## src/rtl/nibble_serial_add_ctrl.sv

```systemverilog
// Nibble-serial add/subtract controller: one 4-bit ripple slice per clock,
// LSB nibble first, with valid/ready handshakes on the operand and result sides.
module nibble_serial_add_ctrl #(
    parameter int WIDTH = 16
) (
    input  logic             clk,
    input  logic             rst_n,
    input  logic             start_valid,
    output logic             start_ready,
    input  logic [WIDTH-1:0] a,
    input  logic [WIDTH-1:0] b,
    input  logic             cin,
    input  logic             sub,
    output logic             done_valid,
    input  logic             done_ready,
    output logic [WIDTH-1:0] S,
    output logic             Cout,
    output logic             ovf,
    output logic             busy
);

    localparam int NIB = WIDTH / 4;
    localparam int IW  = (NIB > 1) ? $clog2(NIB) : 1;

    typedef enum logic [1:0] {
        IDLE = 2'd0,
        RUN  = 2'd1,
        DONE = 2'd2
    } state_t;

    state_t           state;
    state_t           state_nx;
    logic [WIDTH-1:0] a_q;
    logic [WIDTH-1:0] b_q;
    logic [WIDTH-1:0] s_q;
    logic             carry_q;
    logic             cout_q;
    logic             ovf_q;
    logic [IW-1:0]    idx_q;

    logic [3:0]       nib_a;
    logic [3:0]       nib_b;
    logic [3:0]       nib_s;
    logic [4:0]       c;
    logic             last;
    logic             accept;

    // 4-bit full-adder chain; c[3] is the carry into the slice MSB
    always_comb begin
        nib_a = a_q[int'(idx_q)*4 +: 4];
        nib_b = b_q[int'(idx_q)*4 +: 4];
        nib_s = '0;
        c     = '0;
        c[0]  = carry_q;
        for (int i = 0; i < 4; i++) begin
            nib_s[i] = nib_a[i] ^ nib_b[i] ^ c[i];
            c[i+1]   = (nib_a[i] & nib_b[i]) | (c[i] & (nib_a[i] ^ nib_b[i]));
        end
    end

    assign last   = (idx_q == IW'(NIB - 1));
    assign accept = (state == IDLE) && start_valid;

    always_ff @(posedge clk or negedge rst_n) begin
        if (!rst_n) begin
            state <= IDLE;
        end else begin
            state <= state_nx;
        end
    end

    always_comb begin
        state_nx = state;
        unique case (state)
            IDLE: if (start_valid) state_nx = RUN;
            RUN:  if (last)        state_nx = DONE;
            DONE: if (done_ready)  state_nx = IDLE;
            default:               state_nx = IDLE;
        endcase
    end

    always_ff @(posedge clk or negedge rst_n) begin
        if (!rst_n) begin
            a_q     <= '0;
            b_q     <= '0;
            s_q     <= '0;
            carry_q <= 1'b0;
            cout_q  <= 1'b0;
            ovf_q   <= 1'b0;
            idx_q   <= '0;
        end else if (accept) begin
            a_q     <= a;
            b_q     <= b ^ {WIDTH{sub}};
            carry_q <= sub | cin;
            idx_q   <= '0;
            s_q     <= '0;
        end else if (state == RUN) begin
            s_q[int'(idx_q)*4 +: 4] <= nib_s;
            carry_q <= c[4];
            idx_q   <= idx_q + IW'(1);
            if (last) begin
                cout_q <= c[4];
                ovf_q  <= c[3] ^ c[4];
            end
        end
    end

    assign start_ready = (state == IDLE);
    assign done_valid  = (state == DONE);
    assign busy        = (state != IDLE);
    assign S           = s_q;
    assign Cout        = cout_q;
    assign ovf         = ovf_q;

endmodule

```

## config.mk

```make
export PLATFORM = sky130hd
export DESIGN_NAME = nibble_serial_add_ctrl
export DESIGN_NICKNAME = d
export VERILOG_FILES = /design/src/rtl/nibble_serial_add_ctrl.sv
export SDC_FILE = /design/constraint.sdc
export NUM_CORES = 1
export LEC_CHECK = 0
export ABC_AREA = 1
export ABC_CLOCK_PERIOD_IN_PS = 3800
export CAP_MARGIN = 0
export CORE_ASPECT_RATIO = 1.4
export CORE_MARGIN = 4
export CORE_UTILIZATION = 51
export DETAILED_ROUTE_END_ITERATION = 16
export PLACE_DENSITY = 0.8
export SLEW_MARGIN = 0
export SYNTH_ARGS = -nofsm -noshare
export SYNTH_HDL_FRONTEND = slang
export SYNTH_SLANG_ARGS = --single-unit
```

## constraint.sdc

```tcl
create_clock -name clk -period 3.8 [get_ports clk]
set_clock_uncertainty 0.05 [all_clocks]
set_input_delay 0.57 -clock clk [delete_from_list [all_inputs] [get_ports clk]]
set_output_delay 0.57 -clock clk [all_outputs]
set_load 0.02 [all_outputs]
```

# Yosys cells after proc, flatten, opt, wreduce, memory -nomap -nowiden
# Cells that the tools add are included.
[classes] reduce_logical=6 muxes=11 n_shift=4 n_addsub=2 n_eq_ne=6 bitwise=24
[ops] operator="negator 4 -> 33 bit" count=1
[ops] operator="variable shift 4 x 33 -> 16 bit (first input constant)" count=1
[ops] operator="indexed part select 4 x 33 -> 16 bit" count=1
[ops] operator="2-to-1 mux 16 bit" count=2
[ops] operator="indexed part select 16 x 5 -> 4 bit" count=2
[ops] operator="bitwise mux 16 bit" count=1
[ops] operator="bitwise XOR 16 bit" count=1
[ops] operator="2-to-1 mux 2 bit" count=5
[ops] operator="bitwise XOR 1 bit" count=9
[ops] operator="bitwise AND 1 bit" count=8
[ops] operator="one-hot mux 2 bit (3 select lines)" count=1
[ops] operator="AND reduction 3 bit" count=2
[ops] operator="OR 1 bit" count=5
[ops] operator="== test 2 bit (second input constant)" count=2
[ops] operator="!= test 2 bit (second input constant)" count=2
[ops] operator="nonzero test 2 bit" count=2
[ops] operator="adder 2 x 1 -> 2 bit (second input constant)" count=1
[ops] operator="== test 2 x 1 -> 1 bit (second input constant)" count=1
[ops] operator="zero test 2 bit" count=1
[ops] operator="2-to-1 mux 1 bit" count=2
[ops] operator="!= test 2 x 1 -> 1 bit (second input constant)" count=1
[ops] operator="logical AND 1 bit" count=1
[ops] operator="NOT 1 bit" count=1
[totals] ff_bits=55 output_inout_bits=21 wordCells=61 input_bits=38

# Depth between registers and ports, before layout
# Gate-level depths: netlist (run 1).
[logic_depth] ltp_word=13 depth_mapped=16 ltp_nobuf=15

# Least setup slack after synthesis (run 1)
# No wires, ideal clock.
[synth_path] kind="reg-to-reg" startpoint="reg idx_q[0]" endpoint="reg s_q[7], in the netlist S[7]" synth_period_minus_slack_ps=2800 arrival_time_ps=2633 path_stages_with_launch=17 required_ps=3633 slack_ps=1000 setup_ps=117 path_buffers=1 path_cell_list="dfrtp_1 inv_1 buf_2 nand2_1 nand3_1 nand2_1 fa_1 inv_1 fa_1 inv_1 fa_1 inv_1 fa_1 nand3_1 nor2_1 nand2_1 nand2_1"
[synth_via] elab_chain_len=13 elab_cells_between_ends=25 cone_classes="add/sub (1); shift (4); mux (3); bitwise (17)"
[synth_lines] element="start, declared" line="39" text="logic [IW-1:0] idx_q;"
[synth_lines] element="start signal, assigned" line="100" text="idx_q <= idx_q + IW'(1);"
[synth_lines] element="indexed part select 16 x 5 -> 4 bit, on equally long branches" line="50, 51"
[synth_lines] element="bitwise XOR 1 bit" line="56, 57"
[synth_lines] element="bitwise AND 1 bit" line="57" text="c[i+1] = (nib_a[i] & nib_b[i]) | (c[i] & (nib_a[i] ^ nib_b[i]));"
[synth_lines] element="OR 1 bit" line="57"
[synth_lines] element="bitwise AND 1 bit" line="57"
[synth_lines] element="OR 1 bit" line="57"
[synth_lines] element="bitwise AND 1 bit" line="57"
[synth_lines] element="OR 1 bit" line="57"
[synth_lines] element="bitwise XOR 1 bit" line="56" text="nib_s[i] = nib_a[i] ^ nib_b[i] ^ c[i];"
[synth_lines] element="indexed part select 4 x 33 -> 16 bit" line="98" text="s_q[int'(idx_q)*4 +: 4] <= nib_s;"
[synth_lines] element="bitwise mux 16 bit *" line="98"
[synth_lines] element="2-to-1 mux 16 bit *" line="97" text="end else if (state == RUN) begin"
[synth_lines] element="2-to-1 mux 16 bit *" line="91" text="end else if (accept) begin"
[synth_lines] element="end signal, assigned by index" line="98"
[synth_lines] element="end, declared" line="35" text="logic [WIDTH-1:0] s_q;"
# Mark *: on every way between the ends. The rest lies on a longest branch, timed or not. The select of a mux whose other input is x is not followed.
# A chain may end at the register's enable or synchronous reset.

# Worst setup path after layout (run 1)
[layout_path] startpoint="reg idx_q[1]" endpoint="reg s_q[11], in the netlist S[11]"
# The elaborated chain is that of the path after synthesis.

==> impl_metrics.env, run 1 <==
export IMPL_tns_ns=0
export IMPL_grt_first_pass_wirelength_um=10500
export IMPL_cts_max_path_buffers=2
export IMPL_post_cts_buffers=0
export IMPL_post_cts_resize_count=0
export IMPL_grt_busiest_layer="met2"
export IMPL_gr_usage_all_layers=0.187
export IMPL_drv_cap=0
export IMPL_r2r_start="idx_q[1]"
export IMPL_die_w_um=71.4
export IMPL_fp_coreArea_um2=5490
export IMPL_synth_area_um2=2870
export IMPL_critPathRequiredTime_ns=3.95
export IMPL_crit_type="reg -> reg"
export IMPL_p_per_area_nw_per_um2=871
export IMPL_synthArstFlopShare=1.00
export IMPL_io_pins=59
export IMPL_yosysSeqAreaShare=0.479
export IMPL_io_buffers=58
export IMPL_synth_cell_types=26
export IMPL_final_max_slew_viol_count=0
export IMPL_firstDrtPassIters=6
export IMPL_rsz0062_at_grt="false"
export IMPL_timing_hold_ws_ns=0.425
export IMPL_timing_fmax_mhz=320
export IMPL_crit_end="S[11]"
export IMPL_cts_root_buf="clkbuf_8"
export IMPL_drt_total_wl_um=6180
export IMPL_fillers=479
export IMPL_post_dp_hpwl_um=4640
export IMPL_synth_flop_cell="dfrtp_1"
export IMPL_grt_max_degree=54
export IMPL_routedWlPerCell_um=13.0
export IMPL_std_cell_rows=32
export IMPL_multi_input_comb_area_um2=1290
export IMPL_first_global_vias=2304
export IMPL_htreeDepth=2
export IMPL_met2_usage=0.314
export IMPL_report_power_total_mw=3.13
export IMPL_drt_iter0_markers=135
export IMPL_grt_util_met3=0.0301
export IMPL_synthCells=355
export IMPL_grt_met1_usage=0.240
export IMPL_tritoncts="built"
export IMPL_cp_end_kind="flop"
export IMPL_final_layout_size_suffix_gt1_frac=0.0562
export IMPL_drc_errors=0
export IMPL_synth_edf_count=0
export IMPL_tightest_slew_ns=1.12
export IMPL_hp_class="in -> async"
export IMPL_status="finished, final reports clean"
export IMPL_mostFrequentLayoutCells="112 x nand2_1, 57 x clkdlybuf4s50_1, 55 x dfrtp_1, 46 x nand3_1, 29 x nor2_1"
export IMPL_start_util=0.523
export IMPL_slew_headroom=0.251
export IMPL_vdd_ir_drop_max_v=0.000449
export IMPL_ys_ff_latch=55
export IMPL_area_delta_synth_final_pct=25.4
export IMPL_fin_crit_sh=0.823
export IMPL_dpl_cell_count=469
export IMPL_numCtsBuffers=5
export IMPL_die_area_um2=6910
export IMPL_finalHoldViolCount=0
export IMPL_fin_cells=477
export IMPL_final_common_cell="nand2_1"
export IMPL_min_period_ns=3.13
export IMPL_clk_latency_ns=0.30
export IMPL_seq_area_um2=1380
export IMPL_grt_remaining_overflow=0
export IMPL_timing_rr_end="S[11]"
export IMPL_arrival_ns=3.28
export IMPL_vias_per_cell=5.14
export IMPL_syn_area_per_cell_um2=8.09
export IMPL_cp_max_fo=16
export IMPL_vias=2451
export IMPL_synth_nets=401
export IMPL_n_antenna_cell=0
export IMPL_yosysWarnings=0
export IMPL_cts_hold_buf=0
export IMPL_die_h_um=96.8
export IMPL_crit_start="idx_q[1]"
export IMPL_cts_sinks=55
export IMPL_r2r_cells=14
export IMPL_clkTransAtPathRegs_ns=0.09
export IMPL_setup_violations=0
export IMPL_layout_nets=454
export IMPL_antenna_found_initial=0
export IMPL_antenna_left=0
export IMPL_start_kind="flop"
export IMPL_power_leakage_nw=1.78
export IMPL_r2r_setup_slack_ns=0.67
export IMPL_place_congestion=0.925
==> synth_stat cells, types with 2 or more instances <==
library cell  number  area share
o21ai_1           16       0.028
buf_2             13       0.023
buf_4              3      0.0078
a21oi_2            2      0.0061
fa_1               4       0.028
a21oi_1            4      0.0070
nor2_1            29       0.038
ha_1               4       0.017
o211ai_1           4       0.010
o21ai_0            9       0.016
nand3_1           46       0.080
inv_1             27       0.035
xnor2_1           16       0.049
dfrtp_1           55        0.48
nand2_1          112        0.15
==> cell type report <==
class                   count  area share
repair buffers             64       0.172
well taps                  68      0.0236
inverters                  28      0.0292
multi-input cells         254       0.360
flip-flops and latches     55       0.382
clock buffers               6      0.0229
clock inverters             2     0.00973
==> stage by stage <==
stage / utilization / area (um^2) / worst slack (ns)
detailed placement: 0.635 / 3480 / 0.706
global route: 0.656 / 3600 / 0.416
global placement: 0.635 / 3480 / 0.783
floorplan: - / 2870 / 1.00
CTS: 0.656 / 3600 / 0.662
finish: 0.656 / 3600 / 0.674
==> flip-flops by register name (all words and copies together), names as in the netlist <==
signal   flops
ovf          1
idx_q        2
carry_q      1
state        2
a_q         16
b_q         16
S           16
Cout         1
==> how the worst min path moves through the flow <==
stage,from,slack (ns),end,depth (start not counted)
after floorplan,rst_n,0.22,Cout,0
after detailed placement,a_q[15],0.41,a_q[15],2
final,rst_n,0.43,a_q[1],1
after CTS,a_q[15],0.43,a_q[15],2
after global placement,a_q[3],0.40,a_q[3],2
after global routing,a_q[12],0.46,a_q[12],2
==> logic make-up (layout without fill, tap and decap cells) <==
family	after synthesis	count (layout)	share of synthesized area
and+or+nand+nor	193	193	0.284
xor gates and xnor gates	17	17	0.0519
DFF	55	55	0.479
adders and majority gates	8	8	0.0453
AOI/OAI and AO/OA	36	36	0.0697
buffers and inverters	46	100	0.0697
==> routing by layer <==
metal  vias up  share of wire
li1       1228              -
met1      1148           0.41
met2        62           0.52
met3        13          0.042
met4         0          0.026
met5         -              0
==> power breakdown <==
part | switching [mW] | internal (mW)
logic | 1.05 | 0.669
registers | 0.181 | 0.838
clock network | 0.183 | 0.213
==> worst max-delay path: stages, from the launching register on <==
cell	delay, ns
dfrtp_1	0.65
inv_1	0.21
nand3_1	0.12
nand2_1	0.08
fa_1	0.38
inv_1	0.07
fa_1	0.16
inv_1	0.05
fa_1	0.40
inv_1	0.09
fa_1	0.45
nand2_1	0.10
nor2_1	0.05
nor2_1	0.11
nor2_1	0.06
Note: power is estimated with default switching activity, not from simulation.
==> run 2, diff against run 1 <==
--- a/config.mk
+++ b/config.mk
@@ -6,13 +6,13 @@
 export NUM_CORES = 1
 export LEC_CHECK = 0
 export ABC_AREA = 1
-export ABC_CLOCK_PERIOD_IN_PS = 3800
+export ABC_CLOCK_PERIOD_IN_PS = 2550
 export CAP_MARGIN = 0
 export CORE_ASPECT_RATIO = 1.4
 export CORE_MARGIN = 4
-export CORE_UTILIZATION = 51
+export CORE_UTILIZATION = 46
 export DETAILED_ROUTE_END_ITERATION = 16
-export PLACE_DENSITY = 0.8
+export PLACE_DENSITY = 0.76
 export SLEW_MARGIN = 0
 export SYNTH_ARGS = -nofsm -noshare
 export SYNTH_HDL_FRONTEND = slang
==> constraint.sdc (replaced) <==
create_clock -name clk -period 2.55 [get_ports clk]
set_clock_uncertainty 0.05 [all_clocks]
set_input_delay 0.3825 -clock clk [delete_from_list [all_inputs] [get_ports clk]]
set_output_delay 0.3825 -clock clk [all_outputs]
set_load 0.02 [all_outputs]
==> run 2 against run 1 <==
Net effect:
- the flow now finishes with violations (setup timing)
- first-iteration DRC count is 13% higher
- sequential power grew 51%
- worst hold slack worse by 0.39 ns
- total power is 65% higher
- critical path depth grew 1
- flip-flop and latch count is the same
- wire length increased by 11%
- setup slack worse by 0.88 ns
- critical endpoint unchanged
- highest routed layer unchanged
==> impl_metrics.env, run 2 (synthesized netlist as in run 1, its figures left out) <==
export IMPL_tritoncts="built"
export IMPL_n_antenna_cell=0
export IMPL_gr_usage_all_layers=0.190
export IMPL_cp_cell_sequence="inv_4, nand2_1, nand3_2, nand2_2, fa_2, inv_2, fa_2, inv_2, fa_2, inv_2, fa_2, nand2_1, nor2_1, nor2_1, nor2_1"
export IMPL_crit_end="S[11]"
export IMPL_cp_slowest_cell="dfrtp_2"
export IMPL_critPathRequiredTime_ns=2.71
export IMPL_die_h_um=101
export IMPL_final_common_cell="nand2_1"
export IMPL_final_layout_size_suffix_gt1_frac=0.149
export IMPL_power_leakage_nw=1.88
export IMPL_r2r_start="idx_q[0]"
export IMPL_grt_max_degree=72
export IMPL_drv_cap=0
export IMPL_cp_end_kind="flop"
export IMPL_routedWlPerCell_um=13.9
export IMPL_drt_total_wl_um=6850
export IMPL_min_period_ns=2.76
export IMPL_io_pins=59
export IMPL_die_area_um2=7590
export IMPL_drc_errors=0
export IMPL_std_cell_rows=33
export IMPL_dpl_cell_area_um2=3590
export IMPL_fillers=543
export IMPL_area_delta_synth_final_pct=33.1
export IMPL_io_buffers=58
export IMPL_slew_headroom=0.572
export IMPL_r2r_setup_slack_ns=-0.21
export IMPL_antenna_found_initial=0
export IMPL_start_util=0.483
export IMPL_fin_util=0.643
export IMPL_finalHoldViolCount=0
export IMPL_timing_rr_end="S[11]"
export IMPL_max_stage_delay_ns=0.46
export IMPL_grt_first_pass_wirelength_um=11100
export IMPL_p_per_area_nw_per_um2=1360
export IMPL_hp_class="in -> async"
export IMPL_violations="setup timing"
export IMPL_htreeDepth=2
export IMPL_cts_sinks=55
export IMPL_cp_max_fo=7
export IMPL_setup_slack_ns=-0.210
export IMPL_place_congestion=0.850
export IMPL_arrival_ns=2.92
export IMPL_cts_root_buf="clkbuf_8"
export IMPL_crit_path_frequent_cell="fa_2"
export IMPL_cts_max_path_buffers=2
export IMPL_crit_start="idx_q[0]"
export IMPL_drt_iter0_markers=152
export IMPL_mostFrequentLayoutCells="103 x nand2_1, 57 x clkdlybuf4s50_1, 53 x dfrtp_1, 41 x nand3_1, 27 x nor2_1"
export IMPL_crit_type="reg -> reg"
export IMPL_start_kind="flop"
export IMPL_finish_instance_area_um2=3820
export IMPL_grt_remaining_overflow=0
export IMPL_first_global_vias=2403
export IMPL_fin_crit_sh=1.08
export IMPL_vias_per_cell=4.96
export IMPL_clk_latency_ns=0.31
export IMPL_numCtsBuffers=5
export IMPL_layout_nets=467
export IMPL_cts_hold_buf=0
export IMPL_fp_coreArea_um2=5950
export IMPL_vdd_ir_drop_max_v=0.000578
export IMPL_antenna_left=0
export IMPL_clkTransAtPathRegs_ns=0.09
export IMPL_post_dp_hpwl_um=4940
export IMPL_setup_violations=4
export IMPL_firstDrtPassIters=4
export IMPL_final_max_slew_viol_count=0
export IMPL_rsz0062_at_grt="true"
export IMPL_status="complete, but fails checks"
export IMPL_tightest_slew_ns=0.643
export IMPL_vias=2440
export IMPL_r2r_cells=15
export IMPL_timing_fmax_mhz=362
export IMPL_die_w_um=74.8
-- run 2: through the flow --
stage / power (mW) / setup WS [ns] / hold slack, ns / instances / setup TNS (ns)
3_5_place_dp: 4.27 / -0.109 / 0.394 / 481 / -0.394
5_1_grt: 5.62 / -0.316 / 0.0744 / 492 / -1.41
3_3_place_gp: 4.21 / -0.0545 / 0.395 / 481 / -0.142
4_1_cts: 4.89 / -0.115 / 0.0480 / 489 / -0.397
2_1_floorplan: 3.36 / -0.0905 / 0.0369 / 355 / -0.308
6_report: 5.18 / -0.210 / 0.0303 / 492 / -0.757
-- run 2: power breakdown --
group / internal (mW) / switching [mW] / leakage (nW)
registers: 1.25 / 0.290 / 0.697
logic: 1.30 / 1.74 / 1.12
clock network: 0.318 / 0.283 / 0.0612
-- run 2: cell type report --
type	count	area, um^2	share of cell area
clock inverter	2	35.0	0.00917
timing repair buffer	77	758	0.198
clock buffer	6	82.6	0.0216
sequential	55	1380	0.361
multi-input combinational	254	1370	0.359
inverter	28	108	0.0282
tap	70	87.6	0.0229
-- run 2: timing repair --
item / CTS / global route
pin swaps: 4 / 14
cloned: 0 / 0
gates resized for setup: 2 / 29
setup buffers: 0 / 3
setup endpoints to repair: 5 / 9
-- run 2: how the worst min path moves through the flow --
| stage | startpoint | endpoint | slack (ns) | depth (start not counted) |
|---|---|---|---|---|
| after floorplan | rst_n | Cout | 0.04 | 0 |
| after global placement | rst_n | a_q[7] | 0.39 | 1 |
| after detailed placement | rst_n | a_q[12] | 0.39 | 1 |
| after CTS | rst_n | a_q[12] | 0.05 | 1 |
| after global routing | rst_n | a_q[12] | 0.07 | 1 |
| final | rst_n | a_q[12] | 0.03 | 1 |
-- run 2: layer usage --
metal	vias to the layer above	track usage	wire, um
met2	55	0.336	3650
met5	-	0	0
li1	1248	-	-
met4	0	0.0562	147
met3	9	0.0318	289
met1	1128	0.234	2760
-- run 2: critical path, delay by kind of cell, from the launching register on --
| family | cells | cell delay (ns) |
|---|---|---|
| adder cells (fa/ha/maj) | 4 | 1.36 |
| buffers and inverters | 4 | 0.30 |
| flip-flops | 1 | 0.46 |
| AND/OR/NAND/NOR | 7 | 0.50 |
